--- config.mk ---
export PLATFORM = sky130hd
export DESIGN_NAME = saturated_stream_fifo
export DESIGN_NICKNAME = d
export VERILOG_FILES = /design/src/rtl/saturated_stream_pkg.sv /design/src/rtl/saturated_stream_fifo_mem.sv /design/src/rtl/saturated_stream_fifo.sv
export SDC_FILE = /design/constraint.sdc
export NUM_CORES = 1
export LEC_CHECK = 0
export BUFFER_PORTS_ARGS = -buffer_cell sky130_fd_sc_hd__clkbuf_2
export CORE_MARGIN = 3
export CORE_UTILIZATION = 45
export DETAILED_ROUTE_END_ITERATION = 10
export GPL_TIMING_DRIVEN = 0
export PLACE_DENSITY = 0.64
export SLEW_MARGIN = 5
export SYNTH_ARGS = -nofsm -noshare
export SYNTH_HDL_FRONTEND = slang
export SYNTH_SLANG_ARGS = --single-unit
export TNS_END_PERCENT = 20
--- constraint.sdc ---
create_clock -name clk -period 4.43 [get_ports clk]
set_input_delay 1.329 -clock clk [delete_from_list [all_inputs] [get_ports clk]]
set_output_delay 1.329 -clock clk [all_outputs]
set_load 0.02 [all_outputs]
--- src/rtl/saturated_stream_pkg.sv ---
// Shared constants, entry layout and width helper for the saturated sample
// output buffer.
package saturated_stream_pkg;

  localparam int unsigned DATA_WIDTH    = 32'd12;
  localparam int unsigned ERROR_WIDTH   = 32'd2;
  localparam int unsigned DEFAULT_DEPTH = 32'd16;

  typedef struct packed {
    logic [ERROR_WIDTH-1:0] error;
    logic [DATA_WIDTH-1:0]  data;
  } entry_t;

  function automatic int unsigned clog2(input int unsigned value);
    int unsigned result;
    int unsigned remaining;
    result    = 32'd0;
    remaining = value - 32'd1;
    while (remaining != 32'd0) begin
      result    = result + 32'd1;
      remaining = remaining >> 1;
    end
    return result;
  endfunction

endpackage

--- src/rtl/saturated_stream_fifo_mem.sv ---
// Simple dual-port register array: one synchronous write port, one
// asynchronous read port. Contents are deliberately not reset.
module saturated_stream_fifo_mem #(
  parameter int unsigned WORD_WIDTH = 32'd14,
  parameter int unsigned DEPTH      = 32'd16,
  parameter int unsigned ADDR_WIDTH = 32'd4
) (
  input  logic                  clk,
  input  logic                  wr_en_i,
  input  logic [ADDR_WIDTH-1:0] wr_addr_i,
  input  logic [WORD_WIDTH-1:0] wr_word_i,
  input  logic [ADDR_WIDTH-1:0] rd_addr_i,
  output logic [WORD_WIDTH-1:0] rd_word_o
);

  logic [WORD_WIDTH-1:0] mem_q [DEPTH];

  // Write port: one word per clock when enabled.
  always_ff @(posedge clk) begin
    if (wr_en_i) begin
      mem_q[wr_addr_i] <= wr_word_i;
    end
  end

  assign rd_word_o = mem_q[rd_addr_i];

endmodule

--- src/rtl/saturated_stream_fifo.sv ---
// First-word-fall-through buffer between the saturator (no backpressure) and a
// ready/valid consumer; tracks occupancy and latches sample drops.
module saturated_stream_fifo
  import saturated_stream_pkg::clog2;
#(
  parameter int unsigned DATA_WIDTH  = saturated_stream_pkg::DATA_WIDTH,
  parameter int unsigned ERROR_WIDTH = saturated_stream_pkg::ERROR_WIDTH,
  parameter int unsigned DEPTH       = saturated_stream_pkg::DEFAULT_DEPTH
) (
  input  logic                      clk,
  input  logic                      reset_n,
  input  logic [DATA_WIDTH-1:0]     ast_sink_data,
  input  logic [ERROR_WIDTH-1:0]    ast_sink_error,
  input  logic                      ast_sink_valid,
  output logic [DATA_WIDTH-1:0]     ast_source_data,
  output logic [ERROR_WIDTH-1:0]    ast_source_error,
  output logic                      ast_source_valid,
  input  logic                      ast_source_ready,
  output logic                      overflow,
  input  logic                      overflow_clr,
  output logic [clog2(DEPTH):0]     level
);

  localparam int unsigned ADDR_WIDTH = clog2(DEPTH);
  localparam int unsigned PTR_W      = ADDR_WIDTH + 32'd1;
  localparam int unsigned WORD_W     = DATA_WIDTH + ERROR_WIDTH;

  localparam logic [PTR_W-1:0] PTR_ONE   = {{ADDR_WIDTH{1'b0}}, 1'b1};
  localparam logic [PTR_W-1:0] LVL_ZERO  = {PTR_W{1'b0}};
  localparam logic [PTR_W-1:0] LVL_FULL  = {1'b1, {ADDR_WIDTH{1'b0}}};

  logic [PTR_W-1:0]  wr_ptr_q, wr_ptr_d;
  logic [PTR_W-1:0]  rd_ptr_q, rd_ptr_d;
  logic [PTR_W-1:0]  level_q, level_d;
  logic              valid_q, valid_d;
  logic              overflow_q, overflow_d;

  logic              full_s;
  logic              push_s;
  logic              pop_s;
  logic              drop_s;
  logic [WORD_W-1:0] wr_word_s;
  logic [WORD_W-1:0] rd_word_s;

  saturated_stream_fifo_mem #(
    .WORD_WIDTH (WORD_W),
    .DEPTH      (DEPTH),
    .ADDR_WIDTH (ADDR_WIDTH)
  ) u_mem (
    .clk       (clk),
    .wr_en_i   (push_s),
    .wr_addr_i (wr_ptr_q[ADDR_WIDTH-1:0]),
    .wr_word_i (wr_word_s),
    .rd_addr_i (rd_ptr_q[ADDR_WIDTH-1:0]),
    .rd_word_o (rd_word_s)
  );

  // Handshake decode and next-state for pointers, occupancy and the sticky flag.
  always_comb begin
    wr_ptr_d   = wr_ptr_q;
    rd_ptr_d   = rd_ptr_q;
    level_d    = level_q;
    overflow_d = overflow_q;
    valid_d    = valid_q;

    full_s    = (level_q == LVL_FULL);
    pop_s     = valid_q && ast_source_ready;
    push_s    = ast_sink_valid && (!full_s || pop_s);
    drop_s    = ast_sink_valid && full_s && !pop_s;
    wr_word_s = {ast_sink_error, ast_sink_data};

    if (push_s) begin
      wr_ptr_d = wr_ptr_q + PTR_ONE;
    end else begin
      wr_ptr_d = wr_ptr_q;
    end

    if (pop_s) begin
      rd_ptr_d = rd_ptr_q + PTR_ONE;
    end else begin
      rd_ptr_d = rd_ptr_q;
    end

    case ({push_s, pop_s})
      2'b10:   level_d = level_q + PTR_ONE;
      2'b01:   level_d = level_q - PTR_ONE;
      default: level_d = level_q;
    endcase

    // A drop in the same cycle as a clear must stay visible.
    if (drop_s) begin
      overflow_d = 1'b1;
    end else if (overflow_clr) begin
      overflow_d = 1'b0;
    end else begin
      overflow_d = overflow_q;
    end

    valid_d = (level_d != LVL_ZERO);
  end

  // State registers; buffered samples are discarded on reset.
  always_ff @(posedge clk or negedge reset_n) begin
    if (!reset_n) begin
      wr_ptr_q   <= {PTR_W{1'b0}};
      rd_ptr_q   <= {PTR_W{1'b0}};
      level_q    <= {PTR_W{1'b0}};
      valid_q    <= 1'b0;
      overflow_q <= 1'b0;
    end else begin
      wr_ptr_q   <= wr_ptr_d;
      rd_ptr_q   <= rd_ptr_d;
      level_q    <= level_d;
      valid_q    <= valid_d;
      overflow_q <= overflow_d;
    end
  end

  assign ast_source_data  = rd_word_s[DATA_WIDTH-1:0];
  assign ast_source_error = rd_word_s[WORD_W-1:DATA_WIDTH];
  assign ast_source_valid = valid_q;
  assign overflow         = overflow_q;
  assign level            = level_q;

endmodule

; ---- Yosys cells after proc, flatten, opt, wreduce, memory -nomap -nowiden
; Memories as Yosys holds them, arrays and structs flattened.
; Index checks and enable logic that the tools add are counted.
[totals]
register_bits = 17
mem_bits_rw = 224
input_bits = 19
output_inout_bits = 21
word_cells = 27
n_memories = 1
[classes]
add_sub_neg = 4
eq_ne = 3
muxes = 5
n_reduce_logical = 9
[mem_list]
columns = name, words, width, read_ports, rd_ports_with_merged_regs, write_ports, line
row1 = u_mem.mem_q, 16, 14, 1, 0, 1, saturated_stream_fifo_mem.sv:16  ; logic [WORD_WIDTH-1:0] mem_q [DEPTH];
[ops]
columns = cell, n
row1 = $add 5x1->5 const B, 3
row2 = $pmux 5 s2, 1
row3 = $eq 5x5->1 const B, 1
row4 = $reduce_bool 5->1, 1
row5 = $sub 5x1->5 const B, 1
row6 = $logic_and 1x1->1, 4
row7 = $mux 1, 4
row8 = $eq 2x1->1 const B, 1
row9 = $eq 2x2->1 const B, 1
row10 = $logic_not 1->1, 2
row11 = $reduce_bool 2->1, 1
row12 = $logic_or 1x1->1, 1

; ---- Depth between registers and ports, before layout
[depth]
word_depth = 7
mapped_depth = 8
depth_no_buf = 8

; ---- By module
; From an unflattened synthesis, not the netlist that was laid out.
[unflattened]
cells_unflattened = 440
hier_area_um2 = 9331.4
[modules_own_cells]
columns = mod, n_inst, cells_per_inst, area_per_inst_um2, seq_area_each_um2
row1 = saturated_stream_fifo_mem, 1, 365, 8483.1, 6726.5
row2 = saturated_stream_fifo, 1, 75, 848.3, 375.4

; ---- Worst setup path before layout
; OpenSTA, ideal clock, no wires.
[synth_timing]
kind = input-to-reg
startpoint = input ast_source_ready
endpoint = memory u_mem.mem_q[3][0] (netlist name) (enable)
arrival_time_ns = 3.164
t_required_ns = 4.027
slack_ns = 0.863
stages = 6
path_buffers = 2
path_cell_list = and2_1 -> clkbuf_1 -> o21a_1 -> clkbuf_1 -> nand2_1 -> nor3_1
[synth_via]
elab_chain_len = 5
[synth_rtl]
columns = item, line
row1 = start: declaration, saturated_stream_fifo.sv:18  ; input logic ast_source_ready,
row2 = $logic_and 1x1->1, saturated_stream_fifo.sv:67  ; pop_s = valid_q && ast_source_ready;
row3 = $logic_or 1x1->1, saturated_stream_fifo.sv:68  ; push_s = ast_sink_valid && (!full_s || pop_s);
row4 = $logic_and 1x1->1, saturated_stream_fifo.sv:68
row5 = $mux 1, saturated_stream_fifo_mem.sv:20  ; if (wr_en_i) begin
row6 = $mux 1 (implied by the code), saturated_stream_fifo_mem.sv:21  ; mem_q[wr_addr_i] <= wr_word_i;
row7 = end: declaration, saturated_stream_fifo_mem.sv:16
; Every way passes these cells.

; ---- Worst setup path in the final report
[layout_timing]
startpoint = register rd_ptr_q[1]
endpoint = output ast_source_data[8]
[layout_via]
elab_chain_len = 1
[layout_rtl]
columns = item, line
row1 = start: declaration, saturated_stream_fifo.sv:33  ; logic [PTR_W-1:0] rd_ptr_q, rd_ptr_d;
row2 = start signal: assignment, saturated_stream_fifo.sv:106  ; rd_ptr_q <= {PTR_W{1'b0}};
row3 = start signal: assignment, saturated_stream_fifo.sv:112  ; rd_ptr_q <= rd_ptr_d;
row4 = $mem_v2 16x14, -
row5 = end: declaration, saturated_stream_fifo.sv:15  ; output logic [DATA_WIDTH-1:0] ast_source_data,
; Every way passes these cells.

==> metrics.md <==
| Metric | Value |
|---|---|
| Internal power | 4.911 mW |
| Die width | 150.1 um |
| Mean Syn Cell Area | 22.48 sq um |
| CTS tree | done |
| First-pass GRT wire length | 28400 um |
| Crit path DAT | 3.01 ns |
| Post-route minimum period | 4.339 ns |
| Post-CTS Hold Buffers | 0 |
| Crit-path max cell delay | 0.61 ns |
| Post-synth EDFFs | 224 |
| Boundary Pins | 40 |
| Yosys reg bits | 239 |
| Worst R2R Setup Slack | 1.64 ns |
| CTS root buffer | clkbuf_16 |
| Clk_skew | 0.007173 ns |
| Fin worst setup slack | 0.09109 ns |
| Post-Layout Cell Count | 786 |
| Sequential element share of the synthesized area | 75.95% |
| Initial DRC count | 364 |
| Fmax | 230.5 MHz |
| Diodes inserted | 0 |
| Hold Crit Class | reg2reg |
| Netlist cell types | 39 |
| Routed WL | 18650 um |
| Initial antenna violation count | 0 |
| Layout cells sized above 1 | 37.21% |
| Via density | 5.539 |
| RR Endpoint | u_mem.mem_q[3][1] |
| Fin. max-slew vios | 0 |
| Worst EP required | 3.10 ns |
| PwrDens | 650.5 nW/um^2 |
| Routed vias | 4354 |
| Final #Nets | 523 |
| Combinational Power Share | 32.9% |
| Slew headroom | 39.25% |
| Post-synth top area share | 71.94% |
| Maxcap violations | 0 |
| Area growth syn-to-layout | 16.58% |
| Switch Pwr | 2.180 mW |
| Syn Std Cell Area | 9350 sq um |
| Starting Density | 46.06% |
| Max FO, Critical Path | 10 |
| Crit path capture | ast_source_data[8] |
| Sequential power share | 40.2% |
| Status | completed |
| Yosys warns | 0 |
| Clock tree sinks | 239 |
| Post-CTS Repair Setup Buffers | 0 |
| Setup WS pre-CTS | 0.3095 ns |
| DRC viols | 0 |
| First-pass DRT Iterations | 4 |
| DIE HEIGHT | 150.1 um |
| Async S/R FF share, synth | 6.276% |
| Setup crit start kind | register |
| CTS Buffer Depth | 3 |
| Worst VDD drop | 364.0 uV |
| Leading area contributor after synthesis | edfxtp_1 |
| Cell count after placement | 741 |
| Worst-path clk slew | 0.06 ns |
| Total GRT Usage | 17.25% |
| Crit Path Category | reg2out |
| RR Startpoint | ast_source_valid |
| RSZ-0062 raised after global routing | no |
| Final design utilization | 53.70% |
| Total CTS buffers | 25 |
| Crit-path cells | clkbuf_2 > clkbuf_1 > mux4_2 > mux4_2 > clkbuf_2 |
| Core Rows | 52 |
| Pwr Total | 7.091 mW |
| Worst Setup End Kind | output pin |
| Core Region | 20300 sq um |
| Port bufs | 39 |
| Crit path max-delay cell type | clkbuf_1 |
| FF-to-FF path depth | 7 |
| Synth area leaders | edfxtp_1 72%, mux4_2 17%, dfrtp_1 4.0% |
| Ys flop type | edfxtp_1 |
| Tcrit/Tclk final | 97.94% |
| Worst hold slack | 0.5488 ns |
| Later-pin clock latency in the skew report | 0.50 ns |
| Routed WL per cell | 23.73 um |
| Final ANT Viol Nets | 0 |
| Clk pwr share | 26.9% |
| Largest net degree at the start of global routing | 17 |
| Total gr overflow | 0 |
| CP Launch Point | rd_ptr_q[1] |
| Final number of setup-violating endpoints | 0 |
| Full die area | 22540 sq um |
| Mapped Nets | 441 |
| Hold Vio Cnt, Final | 0 |
| Hpwl dp | 12490 um |
| Tightest Pin Transition | 0.9112 ns |
| Gpl congestion | 0.8421 |
| Leakage Power | 3.563 nW |
| Mapped Cells | 416 |
| H-tree depth | 1 |
| Switching share of power | 30.75% |
| Vias in the first global route | 4743 |
| Final-layout fill cell count | 1598 |
==> power by group through the flow <==
stage,combinational [mW],clock [mW],sequential [mW]
after CTS,2.37,1.94,2.85
after detailed placement,2.36,0,2.90
after global placement,2.22,0,2.89
after floorplan,1.60,0,2.90
final,2.33,1.91,2.85
after global routing,2.50,2.03,2.87
==> sequential cells by signal (all words and copies together) (netlist names) <==
register / cells
u_mem.mem_q: 224
level: 5
rd_ptr_q: 4
wr_ptr_q: 4
ast_source_valid: 1
overflow: 1
==> cells in the final DEF (no fill, tap or decap), types with 4 or more instances in the layout <==
| cell | synthesis | final |
|---|---|---|
| nor3_2 | 0 | 4 |
| nor2_1 | 16 | 4 |
| nand2_1 | 8 | 8 |
| buf_6 | 1 | 9 |
| clkbuf_8 | 0 | 4 |
| edfxtp_1 | 224 | 224 |
| clkinv_2 | 0 | 4 |
| clkbuf_16 | 0 | 25 |
| clkbuf_2 | 1 | 41 |
| buf_2 | 6 | 4 |
| inv_1 | 4 | 4 |
| dfrtp_1 | 15 | 15 |
| nor2_2 | 0 | 12 |
| buf_8 | 0 | 8 |
| clkbuf_1 | 11 | 19 |
| xnor2_1 | 8 | 8 |
| ha_1 | 6 | 6 |
| mux4_2 | 70 | 70 |
==> area by class of cell <==
cell class | count | area (sq um) | share of cell area, %
Buffer | 23 | 128.9 | 1.182
Tap cell | 270 | 337.8 | 3.099
Multi-Input combinational cell | 150 | 2161 | 19.82
Clock inverter | 7 | 36.28 | 0.3329
Timing Repair Buffer | 55 | 405.4 | 3.719
Sequential cell | 239 | 7102 | 65.15
Inverter | 4 | 15.01 | 0.1377
Clock buffer | 38 | 714.4 | 6.554
==> critical path, delay by kind of cell (launching register included) <==
| kind | cells | cell delay (ns) |
|---|---|---|
| buf+inv | 3 | 1.17 |
| mux | 2 | 0.93 |
| flops | 1 | 0.39 |
==> per-layer routing <==
metal	global-route usage, %	part of all wire [%]
met2	30.01	53
met1	22.99	41
met3	3.221	4.3
met5	0	0
met4	3.705	1.6
==> through the flow <==
step           area [sq um]  TNS (ns)
5_1_grt               10900         0
3_5_place_dp          10140         0
4_1_cts               10900         0
2_1_floorplan          9350         0
6_report              10900         0
3_3_place_gp           9883    -22.40
==> worst min-delay path by stage <==
stage	end	startpoint	slack [ns]	cells past startpoint
final	overflow	overflow	0.55	2
after global routing	overflow	overflow	0.59	2
after CTS	overflow	overflow	0.54	2
after detailed placement	overflow	overflow	0.52	2
after global placement	level[4]	level[4]	0.53	1
after floorplan	wr_ptr_q[3]	wr_ptr_q[0]	0.57	2
==> synthesized netlist by cell type (2+ instances only) <==
| master | n |
|---|---|
| nand2b_1 | 2 |
| nor3_1 | 6 |
| ha_1 | 6 |
| nand2_1 | 8 |
| dfrtp_1 | 15 |
| buf_2 | 6 |
| edfxtp_1 | 224 |
| and2_1 | 2 |
| buf_1 | 2 |
| xor2_1 | 2 |
| mux4_2 | 70 |
| clkbuf_1 | 11 |
| nand3_1 | 3 |
| inv_1 | 4 |
| mux2_2 | 2 |
| a21oi_1 | 2 |
| o22ai_1 | 2 |
| nand4_1 | 2 |
| o21ai_0 | 3 |
| nor2_1 | 16 |
| mux2i_1 | 3 |
| xnor2_1 | 8 |
==> what timing repair did <==
item | 4_1_cts | 5_1_grt
resized for setup | 1 | 2
endpoints found under the setup margin | 14 | 11
hold endpoints to repair | 0 | 0
pin swaps | 0 | 0
gates cloned | 0 | 0
==> cell families (layout without fill, tap and decap cells) <==
| kind of cell | Yosys count | after routing | synth area share (%) |
|---|---|---|---|
| flip-flops | 239 | 239 | 75.95 |
| multiplexers | 75 | 75 | 17.42 |
| AND/OR/NAND/NOR | 45 | 45 | 2.409 |
| buffers and inverters | 27 | 127 | 1.472 |
| AO/OA/AOI/OAI | 14 | 14 | 1.004 |
| XOR/XNOR | 10 | 10 | 0.9368 |
| adder cells (fa/ha/maj) | 6 | 6 | 0.8029 |
Note: power is estimated with default switching activity, not from simulation.
